--- config.mk ---
export PLATFORM = sky130hd
export DESIGN_NAME = fetch_stage
export DESIGN_NICKNAME = d
export VERILOG_FILES = /design/src/rtl/fetch_stage.sv
export SDC_FILE = /design/constraint.sdc
export NUM_CORES = 1
export LEC_CHECK = 0
export ABC_AREA = 1
export CAP_MARGIN = 20
export CORE_ASPECT_RATIO = 0.8
export CORE_MARGIN = 1
export CORE_UTILIZATION = 52
export CTS_CLUSTER_DIAMETER = 100
export DETAILED_ROUTE_END_ITERATION = 10
export PLACE_DENSITY = 0.85
export SYNTH_ARGS = -nofsm -noshare
export SYNTH_HDL_FRONTEND = slang
export SYNTH_SLANG_ARGS = --single-unit
--- constraint.sdc ---
create_clock -name clk -period 9.02 [get_ports clk]
set_input_delay 2.255 -clock clk [delete_from_list [all_inputs] [get_ports clk]]
set_output_delay 2.255 -clock clk [all_outputs]
set_load 0.05 [all_outputs]
--- src/rtl/fetch_stage.sv ---
// Instruction-fetch stage: owns the PC, issues imem requests through a req/ready
// handshake, fills the IF/ID register and buffers a returned word across decode stalls.
module fetch_stage #(
  parameter logic [31:0] RESET_PC  = 32'h0000_0000,
  parameter logic [31:0] NOP_INSTR = 32'h0000_0013
) (
  input  logic        clk,
  input  logic        reset,
  input  logic        PCWrite,
  input  logic        IFIDWrite,
  input  logic        branch,
  input  logic [31:0] branchPC,
  input  logic        IF_flush,
  input  logic        imem_ready,
  input  logic [31:0] imem_rdata,
  output logic        imem_req,
  output logic [31:0] imem_addr,
  output logic [31:0] IFID_PC,
  output logic [31:0] IFID_instruction,
  output logic        IFID_valid,
  output logic        fetch_stall
);

  typedef enum logic {FETCH, HOLD} state_e;

  state_e      state_q;
  logic [31:0] pc_q;
  logic [31:0] hbuf_q;
  logic [31:0] ifid_pc_q;
  logic [31:0] ifid_instr_q;
  logic        ifid_valid_q;

  logic        adv;
  logic [31:0] pc_inc;
  logic [31:0] target;

  assign adv    = PCWrite & IFIDWrite;
  assign pc_inc = pc_q + 32'd4;
  assign target = branchPC & ~32'h0000_0003;

  assign imem_req         = (state_q == FETCH);
  assign imem_addr        = pc_q;
  assign fetch_stall      = imem_req & ~imem_ready;
  assign IFID_PC          = ifid_pc_q;
  assign IFID_instruction = ifid_instr_q;
  assign IFID_valid       = ifid_valid_q;

  always_ff @(posedge clk or posedge reset) begin
    if (reset) begin
      state_q      <= FETCH;
      pc_q         <= RESET_PC;
      hbuf_q       <= '0;
      ifid_pc_q    <= '0;
      ifid_instr_q <= NOP_INSTR;
      ifid_valid_q <= 1'b0;
    end else if (branch) begin
      // Redirect kills any buffered word and any response accepted this cycle.
      state_q      <= FETCH;
      pc_q         <= target;
      hbuf_q       <= '0;
      ifid_pc_q    <= '0;
      ifid_instr_q <= NOP_INSTR;
      ifid_valid_q <= 1'b0;
    end else begin
      unique case (state_q)
        FETCH: begin
          if (imem_ready) begin
            if (adv) begin
              ifid_pc_q    <= pc_q;
              ifid_instr_q <= imem_rdata;
              ifid_valid_q <= 1'b1;
              pc_q         <= pc_inc;
            end else begin
              hbuf_q  <= imem_rdata;
              state_q <= HOLD;
            end
          end else if (IFIDWrite) begin
            ifid_pc_q    <= '0;
            ifid_instr_q <= NOP_INSTR;
            ifid_valid_q <= 1'b0;
          end
        end
        HOLD: begin
          if (adv) begin
            ifid_pc_q    <= pc_q;
            ifid_instr_q <= hbuf_q;
            ifid_valid_q <= 1'b1;
            pc_q         <= pc_inc;
            state_q      <= FETCH;
          end
        end
        default: state_q <= FETCH;
      endcase
      // Flush only overrides the IF/ID write; PC, FSM and hbuf advance as usual.
      if (IF_flush) begin
        ifid_pc_q    <= '0;
        ifid_instr_q <= NOP_INSTR;
        ifid_valid_q <= 1'b0;
      end
    end
  end

endmodule

After elaboration in Yosys (flattened, before gate mapping)
Index checks and enable logic that the tools add are counted.

word-level totals
  memory bits (read-only) = 0
  logic and storage cells = 51
  register bits = 130
  output and inout bits = 99
  bits in latches = 0
  memories = 0
  bits in writable memories = 0

operators by class
  divide/modulo/power cells = 0
  add/subtract/negate cells = 1
  shifts and indexed selects = 0
  bitwise gates (word level) = 4
  muxes and demuxes = 31
  order comparisons = 0
  reductions and logical operators = 3
  multipliers = 0
  eq/ne operators = 6

operators by type and width
  cell                                                             number
  32-bit two-way mux                                               18
  32-bit case mux with 2 select lines                              3
  32-bit by 3-bit adder with 32-bit output, second input constant  1
  1-bit two-way mux                                                8
  3-bit AND reduction                                              2
  5-bit by 4-bit != test with 1-bit output, second input constant  1
  5-bit != test, second input constant                             1
  2-bit != test, second input constant                             2
  4-bit by 3-bit != test with 1-bit output, second input constant  1
  1-bit case mux with 2 select lines                               2
  3-bit != test, second input constant                             1
  1-bit bitwise AND                                                2
  1-bit NOT                                                        2
  2-bit nonzero test                                               1

Depth between registers and ports, before layout
  word-level depth = 6
  gate-level depth with buffers = 10
  gate-level depth less buffers = 10

Worst setup path before layout
OpenSTA, ideal clock, no wires.

  path kind = input -> output
  start point = input imem_ready
  end point = output fetch_stall
  data arrival time = 2.611 ns
  setup slack = 4.154 ns
  required time = 6.765 ns
  cell stages on the path = 1
  cell sequence = nor2_4

on the way
  cells in the longest elaborated chain, start to end = 2

RTL lines
  item               RTL line  source
  start, declared    14        input logic imem_ready,
  1-bit NOT          43        assign fetch_stall = imem_req & ~imem_ready;
  1-bit bitwise AND  43
  end, declared      21        output logic fetch_stall

No other way between the ends.

Final worst setup path
Ends and elaborated chain as after synthesis.

==> out/qor.yml <==
drtIter0Drc: 487
swShare: 0.308
cts_buffers: 17
regArea_um2: 3210
crit_top_cell: "clkdlybuf4s50_1"
async_flop_share: 1.00
slowest_stage: "clkdlybuf4s50_1"
area_delta_synth_final_pct: 37.1
rrSetupSlack_ns: 6.47
cts_tree: "yes"
drcViolationCount: 0
rows: 35
fin_setup_tns_ns: 0
fmax_ghz: 0.164
synth-seq-cells: 128
max_slew.worst_pin.slew_ns: 1.09
path_cells: "clkdlybuf4s50_1 -> nor2_4 -> clkdlybuf4s50_1"
multi_input_area_um2: 2410
antenna_cells: 0
finish.net_count: 983
cp-end-kind: "output pin"
seq_area_frac_synth: 0.517
netlist-cell-type-count: 33
p_leak_nw: 3.91
num_vias: 5953
grt_setup_unrepaired: "false"
dp_hpwl_um: 11700
crit_type: "input pin to output pin"
pwr-share-comb: 0.190
setup_viol: 0
max-cap-violations: 0
antenna_left: 0
hold_viol: 0
cts.sinks: 128
wl_um: 17900
core_um2: 11600
post_synth.cell_area_avg_um2: 8.14
pwr_density_cell_nw_per_um2: 196
start_kind: "input pin"
cts_resized: 0
final.period_utilization: 0.678
netlist_instances: 762
clock_path_buffers: 2
wire_per_inst_um: 16.7
htreeDepth: 4
cpPeakStageDelay_ns: 0.84
cpLargestDelayFamily: "buffers and inverters"
vdd_drop_max_uv: 169
gp_congestion: 0.943
pin_count: 170
grt.overflow.total: 0
cp_data_arrival_time_ns: 3.86
seqPwrFrac: 0.385
clock_latency_ns: 0.41
initial_core_util: 0.537
clk_pin_slew_worst_paths_ns: 0.06
antenna_found_initial: 0
clock_skew_ns: 0.00731
port_buffers: 165
grt_pass1_wl_um: 28600
relSlewSlack: 0.276
whs_ns: 0.490
status: "complete, no violations"
die_area_um2: 12400
die_w_um: 124
slew_violations: 0
cts-root-buf: "clkbuf_16"
grt_pass1_vias: 5509
syn_area_um2: 6210
clkPwrFrac: 0.425
fin_crit_ns: 6.11
switching_power_uw: 513
worst-path-buf-inv: 2
first_pass_iters: 6
required_ns: 6.77
p_int_mw: 1.15
grt_start_max_net_pins: 73
ys_dominant_reg_cell: "dfrtp_1"
fillerInstances: 882
die_h_um: 99.7
hold_path.class: "flip-flop to flip-flop"
hold_buffers: 0
post-cts-setup-buffers: 0
synth-edff-count: 0
grtUsageTotal: 0.303
crit_fanout: 4
yosys_warnings: 0
layout-drive-gt1-share: 0.0639
drt-vias-per-instance: 5.55
sequential cells by signal (all words and copies together), names as in the netlist:
name,cells
imem_addr,30
IFID_PC,32
state_q,1
IFID_instruction,32
IFID_valid,1
hbuf_q,32
synthesized netlist by cell type (all sizes together), types with 5 or more instances:
cell type | number | area share
o21ai | 46 | 0.038
a22oi | 15 | 0.018
buf | 23 | 0.019
nand3 | 102 | 0.082
a21oi | 30 | 0.024
nor2 | 74 | 0.052
inv | 106 | 0.064
o22ai | 58 | 0.058
dfrtp | 125 | 0.50
xor2 | 5 | 0.0071
nand2 | 135 | 0.083
clkbuf | 19 | 0.012
routing by layer:
layer  wire, um  GRT usage  up-vias
li1           -          -     2823
met1       8180      0.449     2839
met2       7980      0.445      264
met3       1380     0.0671       27
met4        319     0.0907        0
met5          0          0        -
power by group through the flow:
stage	logic, mW	registers, mW	clock network [mW]
after global routing	0.340	0.646	0.739
after global placement	0.309	0.649	0
after CTS	0.316	0.641	0.714
after detailed placement	0.313	0.650	0
after floorplan	0.116	0.728	0
final	0.316	0.642	0.707
kinds of logic (layout without fill, tap and decap cells):
group	after synthesis	in the layout	synth area share
flops	128	128	0.517
fa+ha+maj	1	1	0.00202
xor+xnor	6	6	0.00847
compound gates	160	160	0.154
simple gates	318	318	0.223
other cells	1	2	0.000604
buf+inv	148	309	0.0954
cells in the final DEF, fill, tap and decap left out, types with 5 or more instances in the layout:
cell | Yosys | layout
a21oi_1 | 30 | 30
dfrtp_1 | 125 | 125
inv_6 | 0 | 5
o21ai_0 | 45 | 45
nand2_1 | 132 | 132
nand3_1 | 102 | 102
clkinvlp_4 | 0 | 5
nor2_2 | 5 | 5
clkbuf_16 | 0 | 17
xor2_1 | 5 | 5
a22oi_1 | 15 | 15
nor2_1 | 65 | 65
buf_4 | 4 | 6
inv_1 | 102 | 101
o22ai_1 | 58 | 58
clkdlybuf4s50_1 | 0 | 165
through the flow:
stage	worst slack (ns)	area, um2	util	std cells	power (mW)
after floorplan	3.36	6210	-	763	0.844
after global placement	2.94	7900	0.683	1040	0.959
after detailed placement	2.91	7900	0.683	1040	0.963
after CTS	2.90	8510	0.736	1072	1.67
after global routing	2.86	8510	0.736	1072	1.73
final	2.91	8510	0.736	1072	1.67
worst paths after layout:
check / startpoint / end / cells after the start
worst max-delay path: imem_ready / fetch_stall / 3
worst min register to register: IFID_valid$_DFFE_PP0P_ / IFID_valid$_DFFE_PP0P_ / 2
worst max register to register: state_q$_DFF_PP0_ / hbuf_q[1]$_DFFE_PP0P_ / 6
worst min-delay path: IFID_valid$_DFFE_PP0P_ / IFID_valid$_DFFE_PP0P_ / 2
min in group asynchronous: reset / IFID_PC[1]$_DFFE_PP0P_ / 2
max in group asynchronous: reset / imem_addr[31]$_DFFE_PP0P_ / 3
final cells by class:
class | count | share of cell area
Clock buffer | 18 | 0.0504
Multi-Input combinational cell | 487 | 0.283
Tap cell | 148 | 0.0218
Clock inverter | 14 | 0.0212
Sequential cell | 128 | 0.377
Inverter | 106 | 0.0471
Timing Repair Buffer | 171 | 0.199
worst min-delay path, cell delays in order (launching register included):
cell	delay (ns)
dfrtp_1	0.34
nand2_1	0.05
o21ai_0	0.06
No activity file was read; power rests on OpenSTA's default activity.
